**src/rtl/decode_cycle_pkg.sv**
```systemverilog
// Shared decode definitions: opcodes, control encodings and the packed
// control bundle carried from decode into execute.
package decode_cycle_pkg;

   // Register index width (x0..x31)
   localparam int REG_AW = 5;

   // Supported opcodes
   localparam logic [6:0] OP_LOAD   = 7'b0000011;
   localparam logic [6:0] OP_STORE  = 7'b0100011;
   localparam logic [6:0] OP_RTYPE  = 7'b0110011;
   localparam logic [6:0] OP_OPIMM  = 7'b0010011;
   localparam logic [6:0] OP_BRANCH = 7'b1100011;
   localparam logic [6:0] OP_JAL    = 7'b1101111;

   // funct3 values accepted for each instruction
   localparam logic [2:0] F3_LW     = 3'b010;
   localparam logic [2:0] F3_SW     = 3'b010;
   localparam logic [2:0] F3_ADDI   = 3'b000;
   localparam logic [2:0] F3_BEQ    = 3'b000;
   localparam logic [2:0] F3_ADDSUB = 3'b000;
   localparam logic [2:0] F3_AND    = 3'b111;
   localparam logic [2:0] F3_OR     = 3'b110;
   localparam logic [2:0] F3_SLT    = 3'b010;

   // ALU operation encodings seen by execute
   localparam logic [2:0] ALUCTL_ADD = 3'b000;
   localparam logic [2:0] ALUCTL_SUB = 3'b001;
   localparam logic [2:0] ALUCTL_AND = 3'b010;
   localparam logic [2:0] ALUCTL_OR  = 3'b011;
   localparam logic [2:0] ALUCTL_SLT = 3'b101;

   // Writeback result selection
   localparam logic [1:0] RESSRC_ALU = 2'b00;
   localparam logic [1:0] RESSRC_MEM = 2'b01;
   localparam logic [1:0] RESSRC_PC4 = 2'b10;

   // Immediate format selection; NONE yields a zero immediate
   typedef enum logic [2:0] {
      IMMSRC_NONE = 3'd0,
      IMMSRC_I    = 3'd1,
      IMMSRC_S    = 3'd2,
      IMMSRC_B    = 3'd3,
      IMMSRC_J    = 3'd4
   } immSrc_e;

   // Control bundle travelling down the pipe with each instruction
   typedef struct packed {
      logic       regWrite;
      logic [1:0] resultSrc;
      logic       memWrite;
      logic       jump;
      logic       branch;
      logic       aluSrc;
      logic [2:0] aluControl;
      logic       illegal;
   } ctrl_t;

   // R-type ALU map; returns {legal, aluControl}
   function automatic logic [3:0] rTypeAlu(input logic [2:0] funct3, input logic funct7b5);
      case (funct3)
         F3_ADDSUB: return {1'b1, (funct7b5 ? ALUCTL_SUB : ALUCTL_ADD)};
         F3_AND:    return {1'b1, ALUCTL_AND};
         F3_OR:     return {1'b1, ALUCTL_OR};
         F3_SLT:    return {1'b1, ALUCTL_SLT};
         default:   return {1'b0, ALUCTL_ADD};
      endcase
   endfunction

endpackage

```
**src/rtl/decode_cycle_reg_file.sv**
```systemverilog
// Architectural register file: 2 asynchronous read ports, 1 synchronous
// write port, x0 hard-wired to zero, write-through bypass so a register
// written this cycle is read with its new value in the same cycle.
module decode_cycle_reg_file
   import decode_cycle_pkg::*;
#(
   parameter int XLEN  = 32,
   parameter int NREGS = 32,
   parameter int AW    = REG_AW
) (
   input  logic            clk,
   input  logic            rst,
   input  logic [AW-1:0]   rdAddr1,
   input  logic [AW-1:0]   rdAddr2,
   output logic [XLEN-1:0] rdData1,
   output logic [XLEN-1:0] rdData2,
   input  logic            wrEn,
   input  logic [AW-1:0]   wrAddr,
   input  logic [XLEN-1:0] wrData
);

   logic [NREGS-1:0][XLEN-1:0] regs;
   logic                       wrValid;

   // A write to x0 is not a write at all
   assign wrValid = wrEn && (wrAddr != '0);

   genvar gi;
   generate
      for (gi = 0; gi < NREGS; gi++) begin : gCell
         if (gi == 0) begin : gZero
            assign regs[gi] = '0;
         end else begin : gReg
            logic [XLEN-1:0] cellReg;
            // Clear on reset, otherwise capture writeback data when addressed
            always_ff @(posedge clk) begin
               if (rst) begin
                  cellReg <= '0;
               end else if (wrValid && (wrAddr == AW'(gi))) begin
                  cellReg <= wrData;
               end
            end
            assign regs[gi] = cellReg;
         end
      end
   endgenerate

   // Read port 1 with x0 forcing and same-cycle writeback bypass
   always_comb begin
      rdData1 = regs[rdAddr1];
      if (rdAddr1 == '0) begin
         rdData1 = '0;
      end else if (wrValid && (wrAddr == rdAddr1)) begin
         rdData1 = wrData;
      end
   end

   // Read port 2 with x0 forcing and same-cycle writeback bypass
   always_comb begin
      rdData2 = regs[rdAddr2];
      if (rdAddr2 == '0) begin
         rdData2 = '0;
      end else if (wrValid && (wrAddr == rdAddr2)) begin
         rdData2 = wrData;
      end
   end

endmodule

```
**src/rtl/decode_cycle.sv**
```systemverilog
// Decode stage: control decoder, immediate extender, register file and the
// ID/EX pipeline register feeding execute. Fields of InstrD appear on the
// E outputs one cycle later; FlushE and rst turn the slot into a nop.
module decode_cycle
   import decode_cycle_pkg::*;
#(
   parameter int PC_W  = 9,
   parameter int XLEN  = 32,
   parameter int NREGS = 32
) (
   input  logic            clk,
   input  logic            rst,
   input  logic [31:0]     InstrD,
   input  logic [PC_W-1:0] PCD,
   input  logic [PC_W-1:0] PCPlus4D,
   input  logic            FlushE,
   input  logic            RegWriteW,
   input  logic [4:0]      RdW,
   input  logic [XLEN-1:0] ResultW,
   output logic [4:0]      Rs1D,
   output logic [4:0]      Rs2D,
   output logic            RegWriteE,
   output logic [1:0]      ResultSrcE,
   output logic            MemWriteE,
   output logic            JumpE,
   output logic            BranchE,
   output logic            ALUSrcE,
   output logic [2:0]      ALUControlE,
   output logic            IllegalE,
   output logic [XLEN-1:0] RD1E,
   output logic [XLEN-1:0] RD2E,
   output logic [XLEN-1:0] ImmExtE,
   output logic [4:0]      Rs1E,
   output logic [4:0]      Rs2E,
   output logic [4:0]      RdE,
   output logic [PC_W-1:0] PCE,
   output logic [PC_W-1:0] PCPlus4E
);

   // Instruction fields
   logic [6:0]      opcode;
   logic [2:0]      funct3;
   logic            funct7b5;
   logic [4:0]      rdD;

   // Decode-stage results
   ctrl_t           ctrlD;
   immSrc_e         immSrcD;
   logic [3:0]      aluR;
   logic [XLEN-1:0] immExtD;
   logic [XLEN-1:0] rd1D;
   logic [XLEN-1:0] rd2D;

   // ID/EX pipeline register
   ctrl_t           ctrlEReg;
   logic [XLEN-1:0] rd1EReg;
   logic [XLEN-1:0] rd2EReg;
   logic [XLEN-1:0] immExtEReg;
   logic [4:0]      rs1EReg;
   logic [4:0]      rs2EReg;
   logic [4:0]      rdEReg;
   logic [PC_W-1:0] pcEReg;
   logic [PC_W-1:0] pcPlus4EReg;

   assign opcode   = InstrD[6:0];
   assign funct3   = InstrD[14:12];
   assign funct7b5 = InstrD[30];
   assign rdD      = InstrD[11:7];
   assign Rs1D     = InstrD[19:15];
   assign Rs2D     = InstrD[24:20];

   decode_cycle_reg_file #(
      .XLEN  (XLEN),
      .NREGS (NREGS),
      .AW    (REG_AW)
   ) uRegFile (
      .clk     (clk),
      .rst     (rst),
      .rdAddr1 (Rs1D),
      .rdAddr2 (Rs2D),
      .rdData1 (rd1D),
      .rdData2 (rd2D),
      .wrEn    (RegWriteW),
      .wrAddr  (RdW),
      .wrData  (ResultW)
   );

   // Main/ALU decoder; any unsupported encoding raises only the illegal flag
   always_comb begin
      ctrlD   = '0;
      immSrcD = IMMSRC_NONE;
      aluR    = rTypeAlu(funct3, funct7b5);
      case (opcode)
         OP_LOAD: begin
            if (funct3 == F3_LW) begin
               ctrlD.regWrite   = 1'b1;
               ctrlD.resultSrc  = RESSRC_MEM;
               ctrlD.aluSrc     = 1'b1;
               ctrlD.aluControl = ALUCTL_ADD;
               immSrcD          = IMMSRC_I;
            end else begin
               ctrlD.illegal = 1'b1;
            end
         end
         OP_STORE: begin
            if (funct3 == F3_SW) begin
               ctrlD.memWrite   = 1'b1;
               ctrlD.aluSrc     = 1'b1;
               ctrlD.aluControl = ALUCTL_ADD;
               immSrcD          = IMMSRC_S;
            end else begin
               ctrlD.illegal = 1'b1;
            end
         end
         OP_RTYPE: begin
            if (aluR[3]) begin
               ctrlD.regWrite   = 1'b1;
               ctrlD.resultSrc  = RESSRC_ALU;
               ctrlD.aluControl = aluR[2:0];
            end else begin
               ctrlD.illegal = 1'b1;
            end
         end
         OP_OPIMM: begin
            if (funct3 == F3_ADDI) begin
               ctrlD.regWrite   = 1'b1;
               ctrlD.aluSrc     = 1'b1;
               ctrlD.aluControl = ALUCTL_ADD;
               immSrcD          = IMMSRC_I;
            end else begin
               ctrlD.illegal = 1'b1;
            end
         end
         OP_BRANCH: begin
            if (funct3 == F3_BEQ) begin
               ctrlD.branch     = 1'b1;
               ctrlD.aluControl = ALUCTL_SUB;
               immSrcD          = IMMSRC_B;
            end else begin
               ctrlD.illegal = 1'b1;
            end
         end
         OP_JAL: begin
            ctrlD.regWrite  = 1'b1;
            ctrlD.jump      = 1'b1;
            ctrlD.resultSrc = RESSRC_PC4;
            immSrcD         = IMMSRC_J;
         end
         default: begin
            ctrlD.illegal = 1'b1;
         end
      endcase
   end

   // Immediate extender: every format is sign-extended from bit 31
   always_comb begin
      immExtD = '0;
      case (immSrcD)
         IMMSRC_I: immExtD = {{(XLEN-12){InstrD[31]}}, InstrD[31:20]};
         IMMSRC_S: immExtD = {{(XLEN-12){InstrD[31]}}, InstrD[31:25], InstrD[11:7]};
         IMMSRC_B: immExtD = {{(XLEN-13){InstrD[31]}}, InstrD[31], InstrD[7],
                              InstrD[30:25], InstrD[11:8], 1'b0};
         IMMSRC_J: immExtD = {{(XLEN-21){InstrD[31]}}, InstrD[31], InstrD[19:12],
                              InstrD[20], InstrD[30:21], 1'b0};
         default:  immExtD = '0;
      endcase
   end

   // ID/EX register: reset and flush both load a full nop, otherwise capture
   always_ff @(posedge clk) begin
      if (rst || FlushE) begin
         ctrlEReg    <= '0;
         rd1EReg     <= '0;
         rd2EReg     <= '0;
         immExtEReg  <= '0;
         rs1EReg     <= '0;
         rs2EReg     <= '0;
         rdEReg      <= '0;
         pcEReg      <= '0;
         pcPlus4EReg <= '0;
      end else begin
         ctrlEReg    <= ctrlD;
         rd1EReg     <= rd1D;
         rd2EReg     <= rd2D;
         immExtEReg  <= immExtD;
         rs1EReg     <= Rs1D;
         rs2EReg     <= Rs2D;
         rdEReg      <= rdD;
         pcEReg      <= PCD;
         pcPlus4EReg <= PCPlus4D;
      end
   end

   assign RegWriteE   = ctrlEReg.regWrite;
   assign ResultSrcE  = ctrlEReg.resultSrc;
   assign MemWriteE   = ctrlEReg.memWrite;
   assign JumpE       = ctrlEReg.jump;
   assign BranchE     = ctrlEReg.branch;
   assign ALUSrcE     = ctrlEReg.aluSrc;
   assign ALUControlE = ctrlEReg.aluControl;
   assign IllegalE    = ctrlEReg.illegal;
   assign RD1E        = rd1EReg;
   assign RD2E        = rd2EReg;
   assign ImmExtE     = immExtEReg;
   assign Rs1E        = rs1EReg;
   assign Rs2E        = rs2EReg;
   assign RdE         = rdEReg;
   assign PCE         = pcEReg;
   assign PCPlus4E    = pcPlus4EReg;

endmodule

```
**config.mk**
```make
export PLATFORM = sky130hd
export DESIGN_NAME = decode_cycle
export DESIGN_NICKNAME = d
export VERILOG_FILES = /design/src/rtl/decode_cycle_pkg.sv /design/src/rtl/decode_cycle_reg_file.sv /design/src/rtl/decode_cycle.sv
export SDC_FILE = /design/constraint.sdc
export NUM_CORES = 2
export LEC_CHECK = 0
export ABC_CLOCK_PERIOD_IN_PS = 5500
export CAP_MARGIN = 5
export CORE_ASPECT_RATIO = 0.75
export CORE_UTILIZATION = 37
export DETAILED_ROUTE_END_ITERATION = 8
export PLACE_DENSITY = 0.57
export SLEW_MARGIN = 30
export SYNTH_ARGS = -nofsm -noshare
export SYNTH_HDL_FRONTEND = slang
export SYNTH_SLANG_ARGS = --single-unit
```
**constraint.sdc**
```tcl
create_clock -name clk -period 5.5 [get_ports clk]
set_input_delay 1.1 -clock clk [delete_from_list [all_inputs] [get_ports clk]]
set_output_delay 1.1 -clock clk [all_outputs]
set_load 0.1 [all_outputs]
```
### Word-level counts from Yosys, hierarchy flattened

Index checks and enable logic that the tools add are counted.

| storage, ports and cells | value |
|---|---|
| word-level logic and storage cells | 172 |
| input bits | 91 |
| bits in registers | 1132 |

| operators by class | value |
|---|---|
| eq/ne operators | 46 |
| muxes and demuxes | 30 |
| bitwise gates (word level) | 2 |
| reduce and logical (&&, ||, !) cells | 45 |
| magnitude comparators | 2 |

Operators by type and width:

| operator | count |
|---|---|
| $bmux W32 S5 | 2 |
| $mux W32 | 4 |
| $pmux W32 S4 | 1 |
| $eq A5 B5 Y1 const B | 16 |
| $eq A5 B4 Y1 const B | 8 |
| $logic_and A1 B1 Y1 | 34 |
| $eq A5 B3 Y1 const B | 4 |
| $pmux W4 S4 | 1 |
| $pmux W3 S5 | 1 |
| $eq A7 B6 Y1 const B | 2 |
| $eq A7 B7 Y1 const B | 2 |
| $lt A5 B6 Y1 const B | 2 |
| $pmux W3 S4 | 1 |
| $reduce_or A2 Y1 | 6 |
| $eq A5 B2 Y1 const B | 2 |
| $eq A5 B5 Y1 | 2 |
| $logic_not A5 Y1 | 2 |
| $eq A3 B2 Y1 const B | 3 |
| $eq A3 B3 Y1 const B | 3 |
| $mux W1 | 9 |
| $mux W3 | 3 |
| $mux W4 | 2 |
| $pmux W1 S4 | 2 |
| $eq A7 B2 Y1 const B | 1 |
| 10 further kinds | 12 |

### Longest topological paths before layout

| depth | value |
|---|---|
| depth in word-level cells | 5 |
| gate-level depth with buffers | 9 |
| depth with buffers taken out | 5 |

### Modules after synthesis

A second synthesis with hierarchy kept.

| second synthesis, totals | value |
|---|---|
| cells, all modules | 6404 |
| area, all modules | 56093.8 um^2 |

By module, submodules not included:

| module | sequential area each (um^2) | times used | area each (um^2) | cells each |
|---|---|---|---|---|
| decode_cycle_reg_file | 19859.0 | 1 | 52100.0 | 6039 |
| decode_cycle | 2582.5 | 1 | 3993.8 | 365 |

### Least setup slack after synthesis

No wires, ideal clock.

| timing | value |
|---|---|
| path kind | input -> register |
| start | input port InstrD[15] |
| end | register rd1EReg[14] (netlist: RD1E[14]) |
| path buffers | 3 |
| data arrival time | 2.701 ns |
| library setup time | 0.117 ns |
| cell stages on the path | 7 |
| required time | 5.383 ns |
| setup slack | 2.681 ns |
| path through | buf_6 > buf_4 > buf_2 > mux4_2 > a22oi_1 > nand3_1 > a32o_1 |

| between the ends | value |
|---|---|
| word-level cells in the longest chain between the ends | 3 |

Ends and longest elaborated chain:

| element | line | source |
|---|---|---|
| start, declared | decode_cycle.sv:13 | `input logic [31:0] InstrD,` |
| $bmux W32 S5 or $eq A5 B5 Y1 (tied branches) | decode_cycle_reg_file.sv:50, decode_cycle_reg_file.sv:53 |  |
| $mux W32 (not written as such) or $logic_and A1 B1 Y1 (tied branches) | decode_cycle_reg_file.sv:50, decode_cycle_reg_file.sv:53 |  |
| $mux W32 | decode_cycle_reg_file.sv:53 | `end else if (wrValid && (wrAddr == rdAddr1)) begin` |
| end signal, assigned | decode_cycle.sv:183 | `rd1EReg <= rd1D;` |
| end, declared | decode_cycle.sv:56 | `logic [XLEN-1:0] rd1EReg;` |

Parallel ways exist; a longest one is shown, timed or not. The select of a mux whose other input is x is not followed.
A chain may end at the register's enable or synchronous reset.

### Final worst setup path

| timing | value |
|---|---|
| start | input port InstrD[18] |
| end | output port Rs1D[3] |

RTL lines:

| element | line | source |
|---|---|---|
| end, declared | decode_cycle.sv:20 | `output logic [4:0] Rs1D,` |

No word-level cell between the ends.

==> impl_metrics.prom <==
# TYPE chip_impl_metric gauge
chip_impl_info{name="outcome",value="complete, no violations"} 1
chip_impl_metric{name="clk-insertion-delay-late",unit="ns"} 0.76
chip_impl_metric{name="grt_start_max_net_pins",unit=""} 187
chip_impl_metric{name="syn_avg_cell_area",unit="um^2"} 8.78
chip_impl_info{name="timing.hold.worst.class",value="register to register"} 1
chip_impl_metric{name="chipWidth",unit="um"} 445
chip_impl_metric{name="number_of_warnings_printed_during_yosys_synthesis",unit=""} 0
chip_impl_metric{name="worst_clock_skew",unit="ns"} 0.0342
chip_impl_info{name="whs_endpoint",value="uRegFile.gCell[15].gReg.cellReg[23]$_SDFFE_PP0P_"} 1
chip_impl_metric{name="worstPathRequired",unit="ns"} 4.40
chip_impl_metric{name="pwr-share-comb",unit="%"} 10.1
chip_impl_metric{name="finalCriticalPeriod",unit="ns"} 4.02
chip_impl_metric{name="worstMarginPinSlew",unit="ns"} 1.12
chip_impl_metric{name="crit_arrival",unit="ns"} 2.92
chip_impl_metric{name="global_route_wire_length_before_repair",unit="mm"} 344
chip_impl_metric{name="share_of_total_power_in_sequential_cells",unit="%"} 44.8
chip_impl_metric{name="gr-usage-all-layers",unit="%"} 31.7
chip_impl_metric{name="worst_slew_margin_rel",unit="%"} 25.5
chip_impl_metric{name="cts_num_sinks",unit=""} 1121
chip_impl_info{name="rsz0062_at_grt",value="false"} 1
chip_impl_info{name="synth.top_cells.by_area",value="sky130_fd_sc_hd__dfxtp_1, sky130_fd_sc_hd__mux4_2, sky130_fd_sc_hd__nand2_1"} 1
chip_impl_metric{name="total_negative_slack_for_setup_checks",unit="ns"} 0
chip_impl_metric{name="synth_seq_area_share",unit="%"} 41.1
chip_impl_info{name="crit_slowest_cell",value="sky130_fd_sc_hd__clkdlybuf4s50_1"} 1
chip_impl_metric{name="detailedRoute.firstPassIterationCount",unit=""} 6
chip_impl_metric{name="worstHoldPathCells",unit=""} 2
chip_impl_metric{name="cp_slowest_stage_delay",unit="ns"} 1.26
chip_impl_metric{name="path_clk_slew",unit="ns"} 0.06
chip_impl_metric{name="power_leakage",unit="uW"} 0.0202
chip_impl_metric{name="final_layout_size_suffix_gt1_share",unit="%"} 16.5
chip_impl_info{name="path_class",value="primary input to output pin"} 1
chip_impl_metric{name="synthDominantCellAreaShare",unit="%"} 41.1
chip_impl_metric{name="syn2layout_area_growth",unit="%"} 14.5
chip_impl_metric{name="postSynthNetCount",unit=""} 6306
chip_impl_metric{name="switching_power",unit="uW"} 4990
chip_impl_info{name="crit_reg_reg_startpoint",value="uRegFile.gCell[5].gReg.cellReg[15]$_SDFFE_PP0P_"} 1
chip_impl_metric{name="powerDensity",unit="nW/um^2"} 295
chip_impl_metric{name="fmax",unit="MHz"} 249
chip_impl_metric{name="grt-ovfl-total",unit=""} 0
chip_impl_metric{name="timing.reg2reg.setup_slack",unit="ns"} 3.29
chip_impl_metric{name="timing.final.max_slew_violations",unit=""} 0
chip_impl_metric{name="gp_congestion",unit=""} 0.954
chip_impl_info{name="timing.rr.end",value="RD1E[15]$_SDFF_PP0_"} 1
chip_impl_metric{name="die_y",unit="um"} 335
chip_impl_metric{name="placement.io_buffers",unit=""} 240
chip_impl_info{name="ctsRootBufferMaster",value="sky130_fd_sc_hd__clkbuf_16"} 1
chip_impl_metric{name="cts_made_buffers",unit=""} 113
chip_impl_metric{name="num_rows",unit=""} 121
chip_impl_info{name="worst_path_dominant_cell_family",value="buffers and inverters"} 1
chip_impl_metric{name="postCtsHoldBufs",unit=""} 0
chip_impl_info{name="worstSetupStartpointType",value="primary input"} 1
chip_impl_metric{name="fp.coreArea",unit="um^2"} 146000
chip_impl_metric{name="route.vias.total",unit=""} 50700
chip_impl_metric{name="synth_edf_count",unit=""} 0
chip_impl_metric{name="drc",unit=""} 0
chip_impl_info{name="start_point_of_the_worst_min_delay_path",value="uRegFile.gCell[15].gReg.cellReg[23]$_SDFFE_PP0P_"} 1
chip_impl_metric{name="critical_path.max_fanout",unit=""} 13
chip_impl_metric{name="cts_max_level",unit=""} 3
chip_impl_metric{name="routed_via_density",unit=""} 6.21
chip_impl_metric{name="path_buf_inv",unit=""} 2
chip_impl_metric{name="finalCritPeriodShare",unit="%"} 73.1
chip_impl_metric{name="finalHoldWorstSlack",unit="ns"} 0.465
chip_impl_metric{name="max-clock-path-buffers",unit=""} 3
chip_impl_metric{name="post_cts_setup_repair_bufs",unit=""} 0
chip_impl_info{name="endpoint_kind",value="output pin"} 1
chip_impl_metric{name="die_area",unit="um^2"} 149000
chip_impl_metric{name="synthArstFlopShare",unit="%"} 0
chip_impl_metric{name="final_hold_vio_count",unit=""} 0
chip_impl_metric{name="syn_area",unit="um^2"} 54600
chip_impl_metric{name="total_length_of_routed_wires",unit="mm"} 244
chip_impl_info{name="ys.flop_type",value="sky130_fd_sc_hd__dfxtp_1"} 1
chip_impl_metric{name="avgRoutedWirePerCell",unit="um"} 29.9
chip_impl_metric{name="synthesis.instances",unit=""} 6215
chip_impl_metric{name="share_of_power_burned_in_the_clock_network",unit="%"} 45.1
chip_impl_metric{name="floorplan.initialDensity",unit="%"} 37.4
chip_impl_metric{name="detail_route.iter0.violations",unit=""} 8392
chip_impl_metric{name="setup-violations-final",unit=""} 0
chip_impl_metric{name="postSynthRegisterBits",unit=""} 1121
chip_impl_metric{name="peakVddDrop",unit="uV"} 249
chip_impl_metric{name="max_cap_violations",unit=""} 0
chip_impl_info{name="crit_path_cell_trace",value="buf_2 -> clkdlybuf4s50_1"} 1
chip_impl_metric{name="netlist-cell-type-count",unit=""} 63
chip_impl_info{name="cts_tree",value="done"} 1
chip_impl_metric{name="finalPower",unit="uW"} 18400
chip_impl_metric{name="int_pwr",unit="uW"} 13400
chip_impl_metric{name="antenna_violating_nets_post_route",unit=""} 0
chip_impl_info{name="synth_top_area_cell",value="sky130_fd_sc_hd__dfxtp_1"} 1
chip_impl_metric{name="detailed_place_hpwl",unit="mm"} 152
chip_impl_metric{name="finish.net_count",unit=""} 6185
chip_impl_metric{name="design.portCount",unit=""} 241
chip_impl_metric{name="count_of_cells_along_the_worst_register_to_register_path",unit=""} 5
chip_impl_metric{name="grt_antenna_before_repair",unit=""} 12
chip_impl_metric{name="first_global_vias",unit=""} 46500
chip_impl_metric{name="power.switching_fraction",unit="%"} 27.1
chip_impl_metric{name="post_cts.resized_instances",unit=""} 0
[metal layers]
layer | global-route usage, % | up-vias | share of wire (%)
met4 | 16.8 | 8 | 5.7
met2 | 44.3 | 3692 | 41
li1 | - | 21400 | -
met5 | 0 | - | 0.019
met1 | 44.1 | 24900 | 39
met3 | 8.89 | 677 | 14
[layout make-up]
class                   instances  area (um^2)
clock buffers                 161         3240
flip-flops and latches       1121        22400
repair buffers                431         4070
diodes                          7         17.5
well taps                    1968         2460
multi-input cells            4409        29500
clock inverters                52          659
fillers                     14100        83300
inverters                      18         67.6
[sequential cells by signal, summed over array words and instances (netlist names), 2 cells and up]
| register | count |
|---|---|
| RdE | 5 |
| PCE | 9 |
| ALUControlE | 3 |
| Rs1E | 5 |
| ImmExtE | 21 |
| uRegFile.gCell.gReg.cellReg | 992 |
| RD2E | 32 |
| ResultSrcE | 2 |
| Rs2E | 5 |
| PCPlus4E | 9 |
| RD1E | 32 |
[how the worst max path moves through the flow]
stage,startpoint,end,slack [ns],depth (start not counted)
floorplan,InstrD[15],RD1E[14]$_SDFF_PP0_,2.68,7
global placement,InstrD[15],RD1E[29]$_SDFF_PP0_,0.71,6
detailed placement,InstrD[16],RD1E[29]$_SDFF_PP0_,1.38,8
CTS,InstrD[15],Rs1D[0],1.41,2
global route,InstrD[15],Rs1D[0],1.37,2
finish,InstrD[18],Rs1D[3],1.48,2
[power groups by stage]
| stage | Clock [uW] | Combinational (uW) | Sequential, uW |
|---|---|---|---|
| floorplan | 0 | 943 | 8620 |
| global placement | 0 | 1780 | 8440 |
| detailed placement | 0 | 1790 | 8440 |
| CTS | 8330 | 1790 | 8260 |
| global route | 8670 | 1880 | 8260 |
| finish | 8310 | 1850 | 8260 |
[kinds of logic after synthesis]
logic type | Yosys count | synth area share [%]
buf+inv | 685 | 5.48
flops | 1121 | 41.1
mux | 595 | 20.9
simple gates | 2415 | 17.6
compound gates | 1387 | 14.7
xor+xnor | 12 | 0.193
[cells in the mapped netlist, types with 4 or more instances]
| cell type | count |
|---|---|
| sky130_fd_sc_hd__nor2_1 | 102 |
| sky130_fd_sc_hd__or3_1 | 9 |
| sky130_fd_sc_hd__o221ai_1 | 14 |
| sky130_fd_sc_hd__o31ai_1 | 4 |
| sky130_fd_sc_hd__nand2b_1 | 19 |
| sky130_fd_sc_hd__clkbuf_1 | 505 |
| sky130_fd_sc_hd__a21oi_1 | 1021 |
| sky130_fd_sc_hd__nor3_1 | 46 |
| sky130_fd_sc_hd__xnor2_1 | 6 |
| sky130_fd_sc_hd__dfxtp_1 | 1121 |
| sky130_fd_sc_hd__o211ai_1 | 10 |
| sky130_fd_sc_hd__o22a_1 | 29 |
| sky130_fd_sc_hd__and2_1 | 43 |
| sky130_fd_sc_hd__or2_2 | 6 |
| sky130_fd_sc_hd__a31oi_1 | 6 |
| sky130_fd_sc_hd__buf_2 | 81 |
| sky130_fd_sc_hd__o21ai_0 | 39 |
| sky130_fd_sc_hd__nand3_1 | 24 |
| sky130_fd_sc_hd__o22ai_1 | 52 |
| sky130_fd_sc_hd__mux2i_1 | 83 |
| sky130_fd_sc_hd__mux4_2 | 428 |
| sky130_fd_sc_hd__nor2b_1 | 38 |
| sky130_fd_sc_hd__a2111oi_0 | 10 |
| sky130_fd_sc_hd__buf_4 | 51 |
| sky130_fd_sc_hd__a22oi_1 | 62 |
| sky130_fd_sc_hd__buf_6 | 14 |
| sky130_fd_sc_hd__o221ai_2 | 10 |
| sky130_fd_sc_hd__nand2_1 | 2092 |
| sky130_fd_sc_hd__a22o_1 | 18 |
| sky130_fd_sc_hd__nor3b_1 | 7 |
| sky130_fd_sc_hd__a32o_1 | 31 |
| sky130_fd_sc_hd__nand3b_1 | 5 |
| sky130_fd_sc_hd__nor4_1 | 4 |
| sky130_fd_sc_hd__a221oi_1 | 53 |
| sky130_fd_sc_hd__buf_1 | 12 |
| sky130_fd_sc_hd__or4_1 | 4 |
| sky130_fd_sc_hd__o2bb2ai_1 | 4 |
| sky130_fd_sc_hd__xor2_1 | 6 |
| sky130_fd_sc_hd__inv_1 | 18 |
| sky130_fd_sc_hd__mux2_2 | 84 |
| sky130_fd_sc_hd__o32ai_1 | 11 |
[cells in the final DEF (no fill, tap or decap), drive strengths merged, types with 9 or more instances in the layout]
| cell type | synthesis | layout |
|---|---|---|
| nor2b | 38 | 38 |
| nor2 | 104 | 104 |
| mux2 | 84 | 84 |
| o22a | 29 | 29 |
| clkbuf | 508 | 161 |
| mux4 | 428 | 428 |
| bufinv | 0 | 13 |
| nor3 | 46 | 46 |
| mux2i | 83 | 83 |
| o32ai | 11 | 11 |
| a221oi | 53 | 53 |
| dfxtp | 1121 | 1121 |
| a32o | 31 | 31 |
| a2111oi | 11 | 11 |
| buf | 159 | 220 |
| nand2b | 19 | 19 |
| a22o | 18 | 18 |
| a22oi | 62 | 62 |
| a21oi | 1021 | 1021 |
| o221ai | 24 | 24 |
| o211ai | 10 | 10 |
| or3 | 9 | 9 |
| clkinv | 0 | 31 |
| clkdlybuf4s50 | 0 | 211 |
| nand2 | 2092 | 2092 |
| o21ai | 39 | 39 |
| and2 | 43 | 43 |
| o22ai | 52 | 52 |
| nand3 | 25 | 25 |
| inv | 18 | 22 |
[per-stage QoR]
| stage | setup WS, ns | utilization (%) | std cells | cell area [um^2] |
|---|---|---|---|---|
| floorplan | 2.68 | - | 6215 | 54600 |
| global route | 1.37 | 42.9 | 8164 | 62500 |
| finish | 1.48 | 42.9 | 8167 | 62500 |
| detailed placement | 1.38 | 40.2 | 7947 | 58600 |
| global placement | 0.714 | 40.2 | 7944 | 58600 |
| CTS | 1.41 | 42.9 | 8160 | 62500 |
No activity file was read; power rests on OpenSTA's default activity.
